## config.mk

```make
export PLATFORM = sky130hd
export DESIGN_NAME = keypad_scanner_flat
export DESIGN_NICKNAME = d
export VERILOG_FILES = /design/src/rtl/keypad_pkg.sv /design/src/rtl/keypad_scanner_if.sv /design/src/rtl/keypad_sync.sv /design/src/rtl/keypad_scanner.sv /design/src/flat_wrapper.sv
export SDC_FILE = /design/constraint.sdc
export NUM_CORES = 1
export LEC_CHECK = 0
export CAP_MARGIN = 20
export CORE_ASPECT_RATIO = 0.9
export CORE_MARGIN = 3
export CORE_UTILIZATION = 50
export CTS_CLUSTER_SIZE = 30
export DETAILED_ROUTE_END_ITERATION = 12
export GPL_ROUTABILITY_DRIVEN = 0
export PLACE_DENSITY = 0.72
export SLEW_MARGIN = 15
export SYNTH_ARGS = -nofsm -noshare
export SYNTH_HDL_FRONTEND = slang
export SYNTH_SLANG_ARGS = --single-unit
export TNS_END_PERCENT = 20
```

## constraint.sdc

```tcl
create_clock -name clk -period 2.85 [get_ports clk]
set_input_delay 0.57 -clock clk [delete_from_list [all_inputs] [get_ports clk]]
set_output_delay 0.57 -clock clk [all_outputs]
set_load 0.02 [all_outputs]
```

## src/rtl/keypad_pkg.sv

```systemverilog
// keypad_pkg: shared FSM state type and helper functions for the keypad scanner
package keypad_pkg;
  typedef enum logic [1:0] {S_SCAN, S_DEBOUNCE, S_HELD, S_RELEASE} kp_state_t;
  function automatic int lowest_set_idx(input logic [31:0] v);
    lowest_set_idx = 0;
    for (int i = 31; i >= 0; i--) if (v[i]) lowest_set_idx = i;
  endfunction
  function automatic int max3(input int a, input int b, input int c);
    max3 = (a > b) ? ((a > c) ? a : c) : ((b > c) ? b : c);
  endfunction
endpackage

```

## src/rtl/keypad_scanner_if.sv

```systemverilog
// keypad_scanner_if: keypad pins plus key-code outputs; master = scanner, slave = keypad/display side
interface keypad_scanner_if #(parameter int NROWS = 4, parameter int NCOLS = 4);
  localparam int CODE_W = $clog2(NROWS * NCOLS);
  logic [NCOLS-1:0]  col;
  logic [NROWS-1:0]  r_sel;
  logic [CODE_W-1:0] key_code;
  logic              key_valid;
  logic              key_held;
  logic [CODE_W-1:0] last_key;
  logic [CODE_W-1:0] prev_key;
  modport master(input col, output r_sel, key_code, key_valid, key_held, last_key, prev_key);
  modport slave(output col, input r_sel, key_code, key_valid, key_held, last_key, prev_key);
endinterface

```

## src/rtl/keypad_sync.sv

```systemverilog
// keypad_sync: W-bit 2-FF synchroniser (clk, reset async active-low, i_d raw in, o_q synced out)
module keypad_sync #(parameter int W = 4) (
  input  logic         clk,
  input  logic         reset,
  input  logic [W-1:0] i_d,
  output logic [W-1:0] o_q
);
  logic [W-1:0] r_meta;
  always_ff @(posedge clk or negedge reset)
    if (!reset) {o_q, r_meta} <= '0;
    else {o_q, r_meta} <= {r_meta, i_d};
endmodule

```

## src/rtl/keypad_scanner.sv

```systemverilog
// keypad_scanner: row-scan, debounce and one-strobe-per-press key coder; clk, reset (async active-low), bus (keypad_scanner_if.master); KEYPAD_REPEAT_EN adds auto-repeat while held
module keypad_scanner import keypad_pkg::*; #(
  parameter int NROWS        = 4,
  parameter int NCOLS        = 4,
  parameter int SCAN_DIV     = 1000,
  parameter int DEBOUNCE_CYC = 20000,
  parameter int REPEAT_CYC   = 500000
) (
  input logic clk,
  input logic reset,
  keypad_scanner_if.master bus
);
  localparam int CODE_W = $clog2(NROWS * NCOLS);
  localparam int CNT_W  = $clog2(max3(SCAN_DIV, DEBOUNCE_CYC, REPEAT_CYC) + 1);
  localparam int RW     = $clog2(NROWS);
  localparam int CIW    = $clog2(NCOLS);
  kp_state_t         r_state;
  logic [CNT_W-1:0]  r_cnt;
  logic [RW-1:0]     r_row;
  logic [CIW-1:0]    r_cidx;
  logic [NROWS-1:0]  r_rowsel;
  logic [CODE_W-1:0] r_code, r_last, r_prev;
  logic              r_valid, r_held;
`ifdef KEYPAD_REPEAT_EN
  logic [CNT_W-1:0]  r_rpt;
`endif
  logic [NCOLS-1:0]  w_col;
  logic [RW-1:0]     w_row_nx;
  logic [CODE_W-1:0] w_code;
  logic              w_bit, w_scan_end, w_deb_end;
  keypad_sync #(.W(NCOLS)) u_sync (.clk(clk), .reset(reset), .i_d(bus.col), .o_q(w_col));
  assign w_bit      = w_col[r_cidx];
  assign w_row_nx   = (r_row == RW'(NROWS - 1)) ? '0 : r_row + 1'b1;
  assign w_code     = CODE_W'(int'(r_row) * NCOLS + int'(r_cidx));
  assign w_scan_end = r_cnt == CNT_W'(SCAN_DIV - 1);
  assign w_deb_end  = r_cnt == CNT_W'(DEBOUNCE_CYC - 1);
  // r_row/r_rowsel only move on a row change, so they stay frozen from detection until release
  always_ff @(posedge clk or negedge reset)
    if (!reset) begin
      r_state  <= S_SCAN;
      r_cnt    <= '0;
      r_row    <= '0;
      r_cidx   <= '0;
      r_rowsel <= NROWS'(1);
      r_code   <= '0;
      r_last   <= '0;
      r_prev   <= '0;
      r_valid  <= 1'b0;
      r_held   <= 1'b0;
`ifdef KEYPAD_REPEAT_EN
      r_rpt    <= '0;
`endif
    end else begin
      r_valid <= 1'b0;
`ifdef KEYPAD_REPEAT_EN
      r_rpt   <= '0;
`endif
      case (r_state)
        S_SCAN:
          if (!w_scan_end) r_cnt <= r_cnt + 1'b1;
          else begin
            r_cnt <= '0;
            if (|w_col) begin
              r_state <= S_DEBOUNCE;
              r_cidx  <= CIW'(lowest_set_idx(32'(w_col)));
            end else begin
              r_row    <= w_row_nx;
              r_rowsel <= NROWS'(1) << w_row_nx;
            end
          end
        S_DEBOUNCE:
          if (!w_bit) begin
            r_cnt    <= '0;
            r_state  <= S_SCAN;
            r_row    <= w_row_nx;
            r_rowsel <= NROWS'(1) << w_row_nx;
          end else if (w_deb_end) begin
            r_cnt   <= '0;
            r_state <= S_HELD;
            r_held  <= 1'b1;
            r_valid <= 1'b1;
            r_code  <= w_code;
            r_prev  <= r_last;
            r_last  <= w_code;
          end else r_cnt <= r_cnt + 1'b1;
        S_HELD:
          if (!w_bit) begin
            r_state <= S_RELEASE;
            r_cnt   <= '0;
          end
`ifdef KEYPAD_REPEAT_EN
          else if (r_rpt == CNT_W'(REPEAT_CYC - 1)) begin
            r_valid <= 1'b1;
            r_prev  <= r_last;
            r_last  <= r_code;
          end else r_rpt <= r_rpt + 1'b1;
`endif
        S_RELEASE:
          if (w_bit) begin
            r_state <= S_HELD;
            r_cnt   <= '0;
          end else if (w_deb_end) begin
            r_state  <= S_SCAN;
            r_cnt    <= '0;
            r_held   <= 1'b0;
            r_row    <= w_row_nx;
            r_rowsel <= NROWS'(1) << w_row_nx;
          end else r_cnt <= r_cnt + 1'b1;
        default: r_state <= S_SCAN;
      endcase
    end
  assign bus.r_sel     = r_rowsel;
  assign bus.key_code  = r_code;
  assign bus.key_valid = r_valid;
  assign bus.key_held  = r_held;
  assign bus.last_key  = r_last;
  assign bus.prev_key  = r_prev;
endmodule

```

## src/flat_wrapper.sv

```systemverilog
// flat-port wrapper written by rule: the top's interface ports become plain ports
module keypad_scanner_flat import keypad_pkg::*;
#(
  parameter int NROWS        = 4,
  parameter int NCOLS        = 4,
  parameter int SCAN_DIV     = 1000,
  parameter int DEBOUNCE_CYC = 20000,
  parameter int REPEAT_CYC   = 500000
)
  (clk, reset, bus_col, bus_r_sel, bus_key_code, bus_key_valid, bus_key_held, bus_last_key, bus_prev_key);
  keypad_scanner_if #(.NROWS(NROWS), .NCOLS(NCOLS)) bus_i ();
  input logic clk;
  input logic reset;
  input wire logic [$bits(bus_i.col)-1:0] bus_col;
  output wire logic [$bits(bus_i.r_sel)-1:0] bus_r_sel;
  output wire logic [$bits(bus_i.key_code)-1:0] bus_key_code;
  output wire logic [$bits(bus_i.key_valid)-1:0] bus_key_valid;
  output wire logic [$bits(bus_i.key_held)-1:0] bus_key_held;
  output wire logic [$bits(bus_i.last_key)-1:0] bus_last_key;
  output wire logic [$bits(bus_i.prev_key)-1:0] bus_prev_key;
  assign bus_i.col = bus_col;
  assign bus_r_sel = bus_i.r_sel;
  assign bus_key_code = bus_i.key_code;
  assign bus_key_valid = bus_i.key_valid;
  assign bus_key_held = bus_i.key_held;
  assign bus_last_key = bus_i.last_key;
  assign bus_prev_key = bus_i.prev_key;
  keypad_scanner #(.NROWS(NROWS), .NCOLS(NCOLS), .SCAN_DIV(SCAN_DIV), .DEBOUNCE_CYC(DEBOUNCE_CYC), .REPEAT_CYC(REPEAT_CYC)) u_core (.clk(clk), .reset(reset), .bus(bus_i));
endmodule
```

-- Yosys cells after proc, flatten, opt, wreduce, memory -nomap -nowiden
Index checks and enable logic that the tools add are counted.
- bits in registers: 47
- bits in latches: 0
- bits in writable memories: 0
- ROM bits: 0
- bits of input ports: 6
- output and inout port bits: 18
- memories: 0
- $add $sub $neg: 3
- $mul: 0
- div/mod/pow operators: 0
- $lt $le $gt $ge: 1
- equal/unequal tests: 17
- shift operators: 1
- multiplexer cells: 41
- bitwise operators: 0
- reduce and logical (&&, ||, !) cells: 9
- operators by type and width (kind ; number):
    19-bit 2-to-1 mux ; 5
    19-bit case mux with 4 select lines ; 1
    2-bit 2-to-1 mux ; 17
    4-bit 2-to-1 mux ; 5
    19-bit by 1-bit adder with 19-bit output, second input constant ; 1
    19-bit by 10-bit equality test with 1-bit output, second input constant ; 1
    19-bit by 15-bit equality test with 1-bit output, second input constant ; 1
    4-bit case mux with 3 select lines ; 1
    2-bit by 1-bit inequality test with 1-bit output, second input constant ; 5
    5-bit AND reduction ; 2
    1-bit 2-to-1 mux ; 8
    2-bit inequality test, second input constant ; 4
    2-bit case mux with 4 select lines ; 1
    2-bit equality test, second input constant ; 3
    2-bit case mux with 3 select lines ; 1
    3-bit AND reduction ; 2
    6-bit AND reduction ; 1
    4-bit by 2-bit adder with 4-bit output ; 1
    4-bit OR reduction ; 1
    1-bit by 2-bit left shift with 4-bit output, first input constant ; 1
    2-bit by 3-bit less-than comparator with 1-bit output, second input constant ; 1
    3-bit by 1-bit inequality test with 1-bit output, second input constant ; 1
    3-bit inequality test, second input constant ; 1
    3-bit nonzero test ; 1
    other kinds (6) ; 6

-- Depth between registers and ports, before layout
- word-level depth: 6
- depth in mapped cells: 7

-- By module
Synthesis repeated with hierarchy kept, for this count alone.
- cell total of the unflattened synthesis: 203
- area total of the unflattened synthesis: 2349.8 um2
- modules (own cells, without submodules) (module ; instances ; cells an instance ; area an instance (um2) ; sequential area each (um2)):
    keypad_scanner ; 1 ; 195 ; 2149.6 ; 977.2
    keypad_sync ; 1 ; 8 ; 200.2 ; 200.2

-- Worst setup path after synthesis
OpenSTA, ideal clock, no wires.
- path type: register to register
- start point: register u_core.r_cnt[8]
- end point: register u_core.r_cnt[16]
- library setup time: 119 ps
- arrival: 2204 ps
- data required time: 2731 ps
- setup slack: 527 ps
- cell stages (with the launch flop): 6
- path buffers: 1
- clock period less this slack: 2323 ps
- cell sequence: dfrtp_1 > or4_1 > or4_1 > a311oi_4 > buf_6 > nor2_1
- longest elaborated chain between the ends: 4
- ends and longest elaborated chain (item ; RTL line ; source):
    start, declared ; keypad_scanner.sv:18 ; logic [CNT_W-1:0] r_cnt;
    start signal, assigned ; keypad_scanner.sv:60 ; if (!w_scan_end) r_cnt <= r_cnt + 1'b1;
    start signal, assigned ; keypad_scanner.sv:85 ; end else r_cnt <= r_cnt + 1'b1;
    start signal, assigned ; keypad_scanner.sv:108 ; end else r_cnt <= r_cnt + 1'b1;
    19-bit by 1-bit adder with 19-bit output / 19-bit by 15-bit equality test with 1-bit output (equally long branches) ; -- ;
    19-bit 2-to-1 mux ; keypad_scanner.sv:77, keypad_scanner.sv:102 ;
    19-bit 2-to-1 mux, on equally long branches ; keypad_scanner.sv:99, keypad_scanner.sv:72 ;
    19-bit case mux with 4 select lines (*) ; keypad_scanner.sv:58 ; case (r_state)
Mark *: on every way between the ends. The rest lies on a longest branch, timed or not.
A chain may end at the register's enable or synchronous reset.

-- Final worst setup path
- start point: register u_core.r_cnt[13]
- end point: register u_core.r_cnt[4]
- longest elaborated chain between the ends: 4
- ends and longest elaborated chain (item ; RTL line ; source):
    19-bit by 15-bit equality test with 1-bit output ; keypad_scanner.sv:36 ; assign w_deb_end = r_cnt == CNT_W'(DEBOUNCE_CYC - 1);
    19-bit 2-to-1 mux ; keypad_scanner.sv:77, keypad_scanner.sv:102 ;
    19-bit 2-to-1 mux, on equally long branches ; keypad_scanner.sv:99, keypad_scanner.sv:72 ;
    19-bit case mux with 4 select lines (*) ; keypad_scanner.sv:58 ;
Marks and branches as above.

==> flow_summary.toml <==
[setup_path]
reg2reg_from = "u_core.r_cnt[13]"
critPathSlowestCell = "or4_1"
cp_num_buf_inv = 1
cp-start-kind = "register"
crit_fanout = 18
critPathLaunch = "u_core.r_cnt[13]"
r2r_setup_slack_ns = 0.42
crit_chain = "nor4_1 -> nand2_1 -> or4_1 -> a311oi_4 -> buf_4 -> nor2_1"
critPathRequiredTime_ns = 3.03
crit_arrival_ns = 2.61
crit_family = "simple AND/OR/NAND/NOR gates"
rr_worst_depth = 6
worstSetupEndpointType = "register"
max_stage_delay_ns = 0.67
path_class = "register to register"
r2r-end = "u_core.r_cnt[4]"

[synthesis]
synth_top_area_share_pct = 52.1
muxShareOfSynthArea_pct = 8.61
synth_common_cells = "dfrtp_1, nor2_1, nand2_1, mux2_2, xor2_1"
synth_compound_area_share_pct = 5.27
synth_top_family_by_area = "simple AND/OR/NAND/NOR gates"
yosysWarnings = 0
ys_seq_elements = 47
postSynthAreaPerCell_sq_um = 11.2
synth_edf_count = 0
yosys.area.top_type = "dfrtp_1"
async_flop_share_pct = 100
syn_area_sq_um = 2210
synthTopCellsByArea = "dfrtp_1, mux2_2, nor2_1"
ys.flop_type = "dfrtp_1"
synth_fa_ha_area_share_pct = 3.40
syn_inst = 198
synthesis.nets = 210
yosys.area_share.xor_xnor_pct = 7.13
synthSimpleGateAreaFrac_pct = 18.9
seq_area_frac_synth_pct = 53.3
yosysMostFrequentCell = "dfrtp_1"
synth.distinct_cells = 38

[run_status]
status = "finished clean"

[die]
core_sq_um = 4160
die_w_um = 76.1
io_pins = 24
num_rows = 22
dieArea_sq_um = 5250
initial_core_util_pct = 53.2
die_y_um = 69.1

[clock_network]
clock_sinks = 47
insertion_delay_ns = 0.30
postCtsSetupBuffers = 0
cts_tree = "done"
cts_resized = 0
ctsHoldBuffers = 0
cts_made_buffers = 5
clockRootBuffer = "clkbuf_8"
ctsLongestPathBuffers = 2
cts.clk_slew.worst_paths_ns = 0.09
cts-htree-levels = 2

[detailed_routing]
wl_um = 4220
initialDrtViolationCount = 141
dr.pass1.iters = 4
via_per_inst = 5.56
ant_nets = 0
vias = 1586
drt-wirelength-per-cell_um = 14.8
drc = 0

[timing]
final_hold_viol_count = 0
relSlewSlack_pct = 54.8
fin_crit_sh_pct = 85.3
worstMarginPinSlew_ns = 0.678
setup_viol = 0
slew_violations = 0
skew_ns = 0.00783
min_period_ns = 2.43
max_freq_ghz = 0.412
finalSetupTns_ns = 0
rsz0062_at_grt = "no"

[global_route]
grt_pass1_wl_um = 7570
antenna_found_initial = 0
grt_usage_pct = 17.9
grt_pass1_vias = 1679
grt_overflow = 0
met3_usage_pct = 4.83
grt_max_degree = 48
met2_usage_pct = 28.0
use_met1_pct = 23.7
busiest_layer = "met2"

[finish]
fin_cells = 285
n_fill_cell = 315
insertedDiodeCount = 0
regArea_sq_um = 1180
fin_util_pct = 63.4
drive_gt1_share_pct = 14.2
final_nets = 236
syn_to_final_growth_pct = 19.3
multi_input_area_sq_um = 957

[placed_design]
dpl.hpwl_um = 2970
place_inst = 276
io_buffers = 23

[job]
drv_cap = 0

[pwr]
vdd_drop_max_uv = 240
p_leak_nw = 1.16
power_per_cell_area_nw_per_um2 = 483

[worst_hold_path]
min_path_type = "primary input to asynchronous set/reset pin"
## power by group
group | switching, mW | internal, mW
Combinational | 0.0177 | 0.0109
Clock | 0.220 | 0.349
Sequential | 0.00282 | 0.672
## how the worst max path moves through the flow
stage / depth (start not counted) / end
floorplan: 5 / u_core.r_cnt[16]
global placement: 6 / u_core.r_cnt[5]
detailed placement: 5 / u_core.bus.r_sel[1]
CTS: 6 / u_core.r_cnt[4]
global route: 6 / u_core.r_cnt[8]
finish: 6 / u_core.r_cnt[4]
## placed cells by master (no fill, tap or decap), types with 5 or more instances in the layout
cell type        instances
clkdlybuf4s50_1         22
xnor2_1                  6
inv_1                    6
nor2_1                  28
nand2_1                 15
clkbuf_8                 5
nand3_1                  7
xor2_1                  12
nand4_1                  9
mux2_2                  14
ha_1                     6
dfrtp_1                 46
## layout make-up
class                   instances  area share (%)
well taps                      60            2.85
inverters                       6           0.854
clock inverters                 3            2.56
flip-flops and latches         47            44.7
multi-input cells             137            36.3
repair buffers                 27            10.2
clock buffers                   5            2.61
## through the flow
step	setup slack, ns	hold slack [ns]	power, mW	cell area, sq um
after floorplan	0.527	0.274	0.694	2210
after global placement	0.505	0.335	0.713	2480
after detailed placement	0.476	0.337	0.715	2480
after CTS	0.425	0.357	1.28	2620
after global routing	0.284	0.205	1.32	2640
final	0.420	0.187	1.27	2640
## layer usage
metal  up-vias  wire length (um)  share of wire (%)
li1        740                 -                  -
met1       784              1890                 45
met2        55              2020                 48
met3         7               251                5.9
met4         0                63                1.5
met5         -                 0                  0
## flip-flops by register name, summed over array words and instances (netlist names), named ones only
| signal | cells |
|---|---|
| u_core.r_state | 1 |
| u_core.bus.prev_key | 4 |
| u_core.r_cidx | 2 |
| u_core.bus.key_held | 1 |
| u_core.u_sync.o_q | 4 |
| u_core.u_sync.r_meta | 4 |
| u_core.r_row | 2 |
| u_core.r_cnt | 19 |
| u_core.bus.key_code | 4 |
| u_core.bus.key_valid | 1 |
| u_core.bus.r_sel | 4 |
## cells by family (layout without fill, tap and decap cells)
family,after synthesis,in the layout
simple gates,82,82
flops,47,47
xor+xnor,18,18
mux,16,16
compound gates,15,15
buf+inv,14,41
fa+ha+maj,6,6
(Power assumes the default switching activity.)
